===== src/rtl/fq_pkg.sv =====
// Shared definitions for the fair-queue receive path.
//   FQ_DATA_W / FQ_LEN_W : default stream word and header length widths
//   HDR_LEN_LSB/MSB      : position of the length field inside a header word
//   fq_rx_state_e        : deframer framing state
package fq_pkg;

  localparam int FQ_DATA_W   = 64;
  localparam int FQ_LEN_W    = 8;
  localparam int HDR_LEN_LSB = 0;
  localparam int HDR_LEN_MSB = HDR_LEN_LSB + FQ_LEN_W - 1;

  typedef enum logic {
    RX_IDLE = 1'b0,
    RX_BODY = 1'b1
  } fq_rx_state_e;

endpackage


===== src/rtl/fq_rx_stats.sv =====
// Wrapping statistics counters for the receive deframer.
//   clk, rst     : clock, asynchronous active-high reset
//   pkt_inc      : a packet completed (eop emitted)
//   word_inc     : a stream word was accepted
//   trunc_inc    : a packet was aborted on an idle gap
//   pkt_count, word_count, trunc_count : CNT_W counters, wrap modulo 2**CNT_W
module fq_rx_stats
  import fq_pkg::*;
#(
  parameter int CNT_W = 32
) (
  input  logic             clk,
  input  logic             rst,
  input  logic             pkt_inc,
  input  logic             word_inc,
  input  logic             trunc_inc,
  output logic [CNT_W-1:0] pkt_count,
  output logic [CNT_W-1:0] word_count,
  output logic [CNT_W-1:0] trunc_count
);

  always_ff @(posedge clk or posedge rst) begin
    if (rst) begin
      pkt_count   <= '0;
      word_count  <= '0;
      trunc_count <= '0;
    end else begin
      if (pkt_inc)   pkt_count   <= pkt_count + 1'b1;
      if (word_inc)  word_count  <= word_count + 1'b1;
      if (trunc_inc) trunc_count <= trunc_count + 1'b1;
    end
  end

endmodule


===== src/rtl/fq_rx_deframer.sv =====
// Receive-side deframer for the merged fair-queue word stream.
// Recovers packet boundaries from the header length field (header bits
// [LEN_W-1:0] = total words including the header) and registers every
// accepted word with its framing one cycle later.
//   clk, rst        : clock, asynchronous active-high reset
//   in_valid/in_data: stream input, no backpressure
//   out_valid/out_data/out_sop/out_eop/out_len : registered word + framing
//   out_abort       : pulse (out_valid=0) when a packet is cut by an idle gap
//   err_len_zero    : pulse with a header word carrying L==0
//   pkt_count/word_count/trunc_count : wrapping statistics
module fq_rx_deframer
  import fq_pkg::*;
#(
  parameter int DATA_W    = FQ_DATA_W,
  parameter int LEN_W     = FQ_LEN_W,
  parameter int CNT_W     = 32,
  parameter int GAP_LIMIT = 4
) (
  input  logic              clk,
  input  logic              rst,
  input  logic              in_valid,
  input  logic [DATA_W-1:0] in_data,
  output logic              out_valid,
  output logic [DATA_W-1:0] out_data,
  output logic              out_sop,
  output logic              out_eop,
  output logic [LEN_W-1:0]  out_len,
  output logic              out_abort,
  output logic              err_len_zero,
  output logic [CNT_W-1:0]  pkt_count,
  output logic [CNT_W-1:0]  word_count,
  output logic [CNT_W-1:0]  trunc_count
);

  localparam int               GAP_W   = $clog2(GAP_LIMIT + 1);
  localparam logic [GAP_W-1:0] GAP_MAX = GAP_W'(GAP_LIMIT);

  fq_rx_state_e     state, state_nxt;
  logic [LEN_W-1:0] remaining, remaining_nxt;
  logic [GAP_W-1:0] gap, gap_nxt;
  logic [LEN_W-1:0] hdr_len;
  logic             sop_nxt, eop_nxt, abort_nxt, len_zero_nxt, len_load, pkt_inc;

  assign hdr_len = in_data[HDR_LEN_LSB +: LEN_W];

  always_ff @(posedge clk or posedge rst) begin
    if (rst) begin
      state     <= RX_IDLE;
      remaining <= '0;
      gap       <= '0;
    end else begin
      state     <= state_nxt;
      remaining <= remaining_nxt;
      gap       <= gap_nxt;
    end
  end

  always_comb begin
    state_nxt     = state;
    remaining_nxt = remaining;
    gap_nxt       = gap;
    sop_nxt       = 1'b0;
    eop_nxt       = 1'b0;
    abort_nxt     = 1'b0;
    len_zero_nxt  = 1'b0;
    len_load      = 1'b0;
    pkt_inc       = 1'b0;
    case (state)
      RX_IDLE: begin
        if (in_valid) begin
          sop_nxt  = 1'b1;
          len_load = 1'b1;
          if (hdr_len == '0) begin
            // Malformed header: framed as a one-word packet but not counted.
            eop_nxt      = 1'b1;
            len_zero_nxt = 1'b1;
          end else if (hdr_len == LEN_W'(1)) begin
            eop_nxt = 1'b1;
            pkt_inc = 1'b1;
          end else begin
            remaining_nxt = hdr_len - 1'b1;
            gap_nxt       = '0;
            state_nxt     = RX_BODY;
          end
        end
      end
      RX_BODY: begin
        if (in_valid) begin
          // A word arriving on what would have been the expiring idle
          // cycle still belongs to the packet.
          gap_nxt       = '0;
          remaining_nxt = remaining - 1'b1;
          if (remaining == LEN_W'(1)) begin
            eop_nxt   = 1'b1;
            pkt_inc   = 1'b1;
            state_nxt = RX_IDLE;
          end
        end else if (gap + 1'b1 == GAP_MAX) begin
          abort_nxt = 1'b1;
          gap_nxt   = '0;
          state_nxt = RX_IDLE;
        end else begin
          gap_nxt = gap + 1'b1;
        end
      end
      default: state_nxt = RX_IDLE;
    endcase
  end

  // ---- stage boundary: input word -> registered output word ----
  always_ff @(posedge clk or posedge rst) begin
    if (rst) begin
      out_valid    <= 1'b0;
      out_data     <= '0;
      out_sop      <= 1'b0;
      out_eop      <= 1'b0;
      out_len      <= '0;
      out_abort    <= 1'b0;
      err_len_zero <= 1'b0;
    end else begin
      out_valid    <= in_valid;
      out_sop      <= sop_nxt;
      out_eop      <= eop_nxt;
      out_abort    <= abort_nxt;
      err_len_zero <= len_zero_nxt;
      if (in_valid) out_data <= in_data;
      if (len_load) out_len  <= hdr_len;
    end
  end

  fq_rx_stats #(
    .CNT_W(CNT_W)
  ) u_stats (
    .clk        (clk),
    .rst        (rst),
    .pkt_inc    (pkt_inc),
    .word_inc   (in_valid),
    .trunc_inc  (abort_nxt),
    .pkt_count  (pkt_count),
    .word_count (word_count),
    .trunc_count(trunc_count)
  );

endmodule


===== config.mk =====
export PLATFORM = sky130hd
export DESIGN_NAME = fq_rx_deframer
export DESIGN_NICKNAME = d
export VERILOG_FILES = /design/src/rtl/fq_pkg.sv /design/src/rtl/fq_rx_stats.sv /design/src/rtl/fq_rx_deframer.sv
export SDC_FILE = /design/constraint.sdc
export NUM_CORES = 1
export LEC_CHECK = 0
export ABC_AREA = 1
export BUFFER_PORTS_ARGS = -buffer_cell sky130_fd_sc_hd__buf_2
export CELL_PAD_IN_SITES_DETAIL_PLACEMENT = 1
export CELL_PAD_IN_SITES_GLOBAL_PLACEMENT = 1
export CORE_ASPECT_RATIO = 0.8
export CORE_MARGIN = 5
export CORE_UTILIZATION = 42
export CTS_CLUSTER_DIAMETER = 30
export DETAILED_ROUTE_END_ITERATION = 10
export HOLD_SLACK_MARGIN = 0.08
export PLACE_DENSITY = 0.91
export SYNTH_ARGS = -nofsm -noshare
export SYNTH_HDL_FRONTEND = slang
export SYNTH_SLANG_ARGS = --single-unit

===== constraint.sdc =====
create_clock -name clk -period 15.3 [get_ports clk]
set_input_delay 2.295 -clock clk [delete_from_list [all_inputs] [get_ports clk]]
set_output_delay 2.295 -clock clk [all_outputs]
set_load 0.02 [all_outputs]

### Word-level counts from Yosys, hierarchy flattened

Index checks and enable logic that the tools add are counted.

| word-level totals | value |
|---|---|
| register bits | 185 |
| bits of input ports | 67 |
| logic and storage cells | 65 |

| operators by class | value |
|---|---|
| add/subtract/negate cells | 6 |
| equal/unequal tests | 7 |
| muxes and demuxes | 35 |
| bitwise operators | 1 |
| reductions and logical operators | 3 |

Operators with widths:

| cell | count |
|---|---|
| $add A32 B1 Y32 const B | 3 |
| $mux W8 | 4 |
| $mux W1 | 21 |
| $eq A8 B1 Y1 const B | 2 |
| $pmux W8 S2 | 1 |
| $sub A8 B1 Y8 const B | 2 |
| $mux W3 | 5 |
| $logic_not A8 Y1 | 1 |
| $ne A2 B2 Y1 const B | 4 |
| $pmux W1 S2 | 3 |
| $pmux W3 S2 | 1 |
| $reduce_and A4 Y1 | 1 |
| $add A3 B1 Y3 const B | 1 |
| $eq A3 B3 Y1 const B | 1 |
| $reduce_and A3 Y1 | 1 |
| $not A1 Y1 | 1 |

### Logic depth before layout (Yosys ltp)

| logic depth | value |
|---|---|
| depth after elaboration | 5 |
| gate-level depth with buffers | 11 |
| depth with buffers taken out | 11 |

### Modules after synthesis

Synthesis repeated with hierarchy kept, for this count alone.

| second synthesis, totals | value |
|---|---|
| cell total of the unflattened synthesis | 1117 |
| area total of the unflattened synthesis | 9018.6 um2 |

Modules (own cells, without submodules):

| module | times used | cells an instance | area an instance (um2) | sequential area each (um2) |
|---|---|---|---|---|
| fq_rx_stats | 1 | 661 | 5156.2 | 2402.3 |
| fq_rx_deframer | 1 | 456 | 3862.5 | 2227.1 |

### Worst setup path before layout

OpenSTA, ideal clock, no wires.

| timing | value |
|---|---|
| kind | input-to-reg |
| from | input in_data[1] |
| to | register remaining[0] |
| library setup time | 0.119 ns |
| data arrival time | 3.438 ns |
| data required time | 15.181 ns |
| slack | 11.743 ns |
| cell stages on the path | 9 |
| path buffers | 1 |
| cells stage by stage | inv_1 > ha_1 > nor3b_1 > nand2_1 > nand3_2 > nand2_2 > buf_6 > nand2_1 > o21ai_2 |

| on the way | value |
|---|---|
| word-level cells in the longest chain between the ends | 3 |
| elaborated cells on any way between the ends | 5 |
| those cells by class | eq/ne: 3; reduce/logical: 2 |

RTL lines:

| item | RTL line | RTL |
|---|---|---|
| from (decl) | fq_rx_deframer.sv:22 | `input logic [DATA_W-1:0] in_data,` |
| $eq A8 B1 Y1 / $logic_not A8 Y1 (equally long branches) | fq_rx_deframer.sv:77, fq_rx_deframer.sv:73 |  |
| $ne A2 B2 Y1 (no source line) | -- |  |
| $reduce_and A4 Y1 (no source line) * | -- |  |
| to (signal assigned) | fq_rx_deframer.sv:53 | `remaining <= remaining_nxt;` |
| to (decl) | fq_rx_deframer.sv:39 | `logic [LEN_W-1:0] remaining, remaining_nxt;` |

Mark *: on every way between the ends. The rest lies on a longest branch, timed or not.
A chain may end at the register's enable or synchronous reset.

### Final worst setup path

| timing | value |
|---|---|
| from | input in_valid |
| to | register out_eop |

| on the way | value |
|---|---|
| word-level cells in the longest chain between the ends | 2 |
| elaborated cells on any way between the ends | 3 |
| those cells by class | mux: 3 |

RTL lines:

| item | RTL line | RTL |
|---|---|---|
| from (decl) | fq_rx_deframer.sv:21 | `input logic in_valid,` |
| $mux W1, on equally long branches | fq_rx_deframer.sv:88, fq_rx_deframer.sv:70 |  |
| $pmux W1 S2 * | fq_rx_deframer.sv:68 | `case (state)` |
| via eop_nxt | fq_rx_deframer.sv:42 | `logic sop_nxt, eop_nxt, abort_nxt, len_zero_nxt, len_load, pkt_inc;` |
| to (signal assigned) | fq_rx_deframer.sv:123 | `out_eop <= eop_nxt;` |
| to (decl) | fq_rx_deframer.sv:26 | `output logic out_eop,` |

Mark *: on every way through the listed nets, which the timed path passes. The rest lies on a longest branch.

==> summary.md <==
| Metric | Value |
|---|---|
| TNS Setup | `0 ps` |
| Floorplan core area | `between 20000 and 25000 um2` |
| Seq pwr share | `0.441` |
| Warnings, synthesis | `0` |
| Switching power | `between 0.4 and 0.5 mW` |
| DRC Markers | `0` |
| Final Skew | `approximately 13 ps` |
| Sw Ratio | `0.352` |
| First-pass GRT wire length | `48100 um` |
| Final setup violation count | `0` |
| R2r setup slk | `roughly 13000 ps` |
| Level count of the clock H-tree | `4` |
| Post-cts resize count | `0` |
| Hold Crit Class | `reg -> reg` |
| Syn Std Cell Area | `~9400 um2` |
| Initial antenna violation count | `0` |
| WL per Instance | `between 15 and 20 um` |
| Slew Limit Fails | `0` |
| GRT Max-Usage Layer | `met2` |
| Int Pwr | `0.884 mW` |
| Pin count of the biggest net entering global routing | `between 100 and 150` |
| N_diodes | `0` |
| Min setup slack post-route | `10950 ps` |
| Critical path launch point type | `primary input` |
| Logic pwr share | `0.222` |
| Die area | `25500 um2` |
| Yosys cell types | `32` |
| CP max stage delay | `540 ps` |
| Iter 0 DRT Violations | `~460` |
| Mean post-synth cell area | `7.72 um2` |
| Cells after Synth | `about 1200` |
| CP Cell Sequence | `buf_2 > buf_4 > inv_2 > buf_4 > nor2_1 > inv_1 > nor2_1 > or2_2` |
| Leakage power | `just over 6 nW` |
| Setup Buffers After CTS | `0` |
| Met3 Use GR | `0.0537` |
| Worst setup EP type | `register` |
| Worst skew pair latency | `430 ps` |
| Commonest non-fill, non-tap cells in the layout | `518 x nand2_1, 239 x buf_2, 185 x dfrtp_1, 118 x nor2_1, 97 x nand3_1` |
| Flops & latches, synth | `~190` |
| Pwr dens | `119 nW/um2` |
| Hold_ws | `468 ps` |
| CP max stage cell | `buf_4` |
| Share of layout cells above drive strength 1 | `0.213` |
| Tmin final | `~4300 ps` |
| Row count | `49` |
| Final Hold Fails | `0` |
| Final net count | `1530` |
| Die Y | `between 100 and 150 um` |
| Max IR drop VDD | `72.5 uV` |
| Non-Filler Instances | `~1800` |
| Worst-Margin Slew | `871 ps` |
| CP max FO | `68` |
| Critical path class | `in -> reg` |
| RSZ-0062 raised after global routing | `false` |
| Tcrit/Tclk final | `0.284` |
| Final HPWL DP | `21900 um` |
| Max-cap violations | `0` |
| Vias per std cell | `5.04` |
| Worst slew margin | `0.419` |
| GRT met1 Usage | `0.307` |
| Root buf cell | `clkbuf_16` |
| Critical Path AT | `4660 ps` |
| Clk sink count | `around 190` |
| Detail Route Antenna Nets | `0` |
| Crit path required time | `15610 ps` |
| Clock power share | `0.337` |
| Hold_buf cts | `0` |
| IO buf count | `239` |
| Clock slew seen by the registers of the worst setup and hold paths | `80 ps` |
| DP Area | `10800 um2` |
| Status | `finished, final reports clean` |
| Vias post-DR | `around 8900` |
| CTS tree | `done` |
| Pre-CTS setup slack | `roughly 11000 ps` |
| Final Util | `0.514` |
| Commonest non-fill, non-tap cell in the layout | `nand2_1` |
| Total grt overflow | `0` |
| DP Cell Count | `1739` |
| Area Overhead vs Synth | `21.8%` |
| DRT Pass-1 Iters | `4` |
| Die X | `roughly 180 um` |
| # IOs | `240` |
| Total track usage | `0.232` |
| Design area | `roughly 11000 um2` |
| CTS Buf Count | `17` |
| Power Total | `1.36 mW` |
| Vias in the first global route | `9382` |
| Met2 Resource Use GR | `0.394` |
| Sequential fraction of the synthesis area | `0.493` |
| Max Freq | `0.230 GHz` |
| Routability cong. | `0.897` |
| CTS Buffer Depth | `2` |
| DRT Wirelength | `a little under 30000 um` |
| Initial Utilization | `0.422` |
| Syn Nets | `about 1300` |
[synth_stat cells (all sizes together)]
library cell	n	area (um2)
clkbuf	15	56.3
o21bai	1	7.51
nand4	30	203
nor3b	1	7.51
xor2	27	236
nand3	100	516
nand3b	8	60.1
ha	11	138
buf	12	105
nor3	12	65.1
inv	94	355
mux2i	1	10.0
nor2	132	561
dfrtp	185	4630
a21oi	1	5.00
xnor2	28	245
o21ai	30	169
and3	1	6.26
or2	1	6.26
nand2	528	2020
[power by group through the flow]
| stage | sequential (mW) | clock (mW) | combinational (mW) |
|---|---|---|---|
| 3_5_place_dp | 0.609 | 0 | 0.307 |
| 6_report | 0.602 | 0.460 | 0.303 |
| 4_1_cts | 0.602 | 0.468 | 0.308 |
| 2_1_floorplan | 0.645 | 0 | 0.157 |
| 5_1_grt | 0.611 | 0.493 | 0.338 |
| 3_3_place_gp | 0.607 | 0 | 0.291 |
[cell type report]
class	instances	area, um2
repair buffers	242	1220
inverters	94	363
flip-flops and latches	185	4630
fillers	2886	10800
well taps	306	383
clock inverters	13	144
clock buffers	19	453
multi-input cells	912	4250
[routing by layer]
metal  share of wire  routed length (um)
met1            0.45               13000
met2            0.48               14000
met3           0.056                1630
met4           0.016                 471
met5               0                   0
[sequential cells by signal, indices dropped and copies added, names as in the netlist]
| register | count |
|---|---|
| u_stats.word_count | 32 |
| out_data | 64 |
| state | 1 |
| gap | 3 |
| out_sop | 1 |
| remaining | 8 |
| out_abort | 1 |
| err_len_zero | 1 |
| out_valid | 1 |
| out_eop | 1 |
| u_stats.trunc_count | 32 |
| u_stats.pkt_count | 32 |
| out_len | 8 |
[path summary, 6_finish.rpt]
kind	startpoint	to	depth (start not counted)
worst min-delay path	out_data[59]$_DFFE_PP0P_	out_data[59]$_DFFE_PP0P_	2
min in group asynchronous	rst	out_data[9]$_DFFE_PP0P_	2
max in group asynchronous	rst	u_stats.pkt_count[25]$_DFFE_PP0P_	3
worst max-delay path	in_valid	out_eop$_DFF_PP0_	8
worst max register to register	remaining[1]$_DFFE_PP0P_	u_stats.pkt_count[5]$_DFFE_PP0P_	8
worst min register to register	out_data[59]$_DFFE_PP0P_	out_data[59]$_DFFE_PP0P_	2
[kinds of logic after synthesis]
family	count (synthesis)	share of synthesized area
AND/OR/NAND/NOR	813	0.366
flip-flops	185	0.493
buffers and inverters	121	0.0550
XOR/XNOR	55	0.0513
AO/OA/AOI/OAI	32	0.0193
adder cells (fa/ha/maj)	11	0.0146
multiplexers	1	0.00107
[worst max-delay path, delay by kind of cell]
family / cells / cell delay (ps)
buffers and inverters: 5 / 1720
and+or+nand+nor: 3 / 590
No activity file was read; power rests on OpenSTA's default activity.
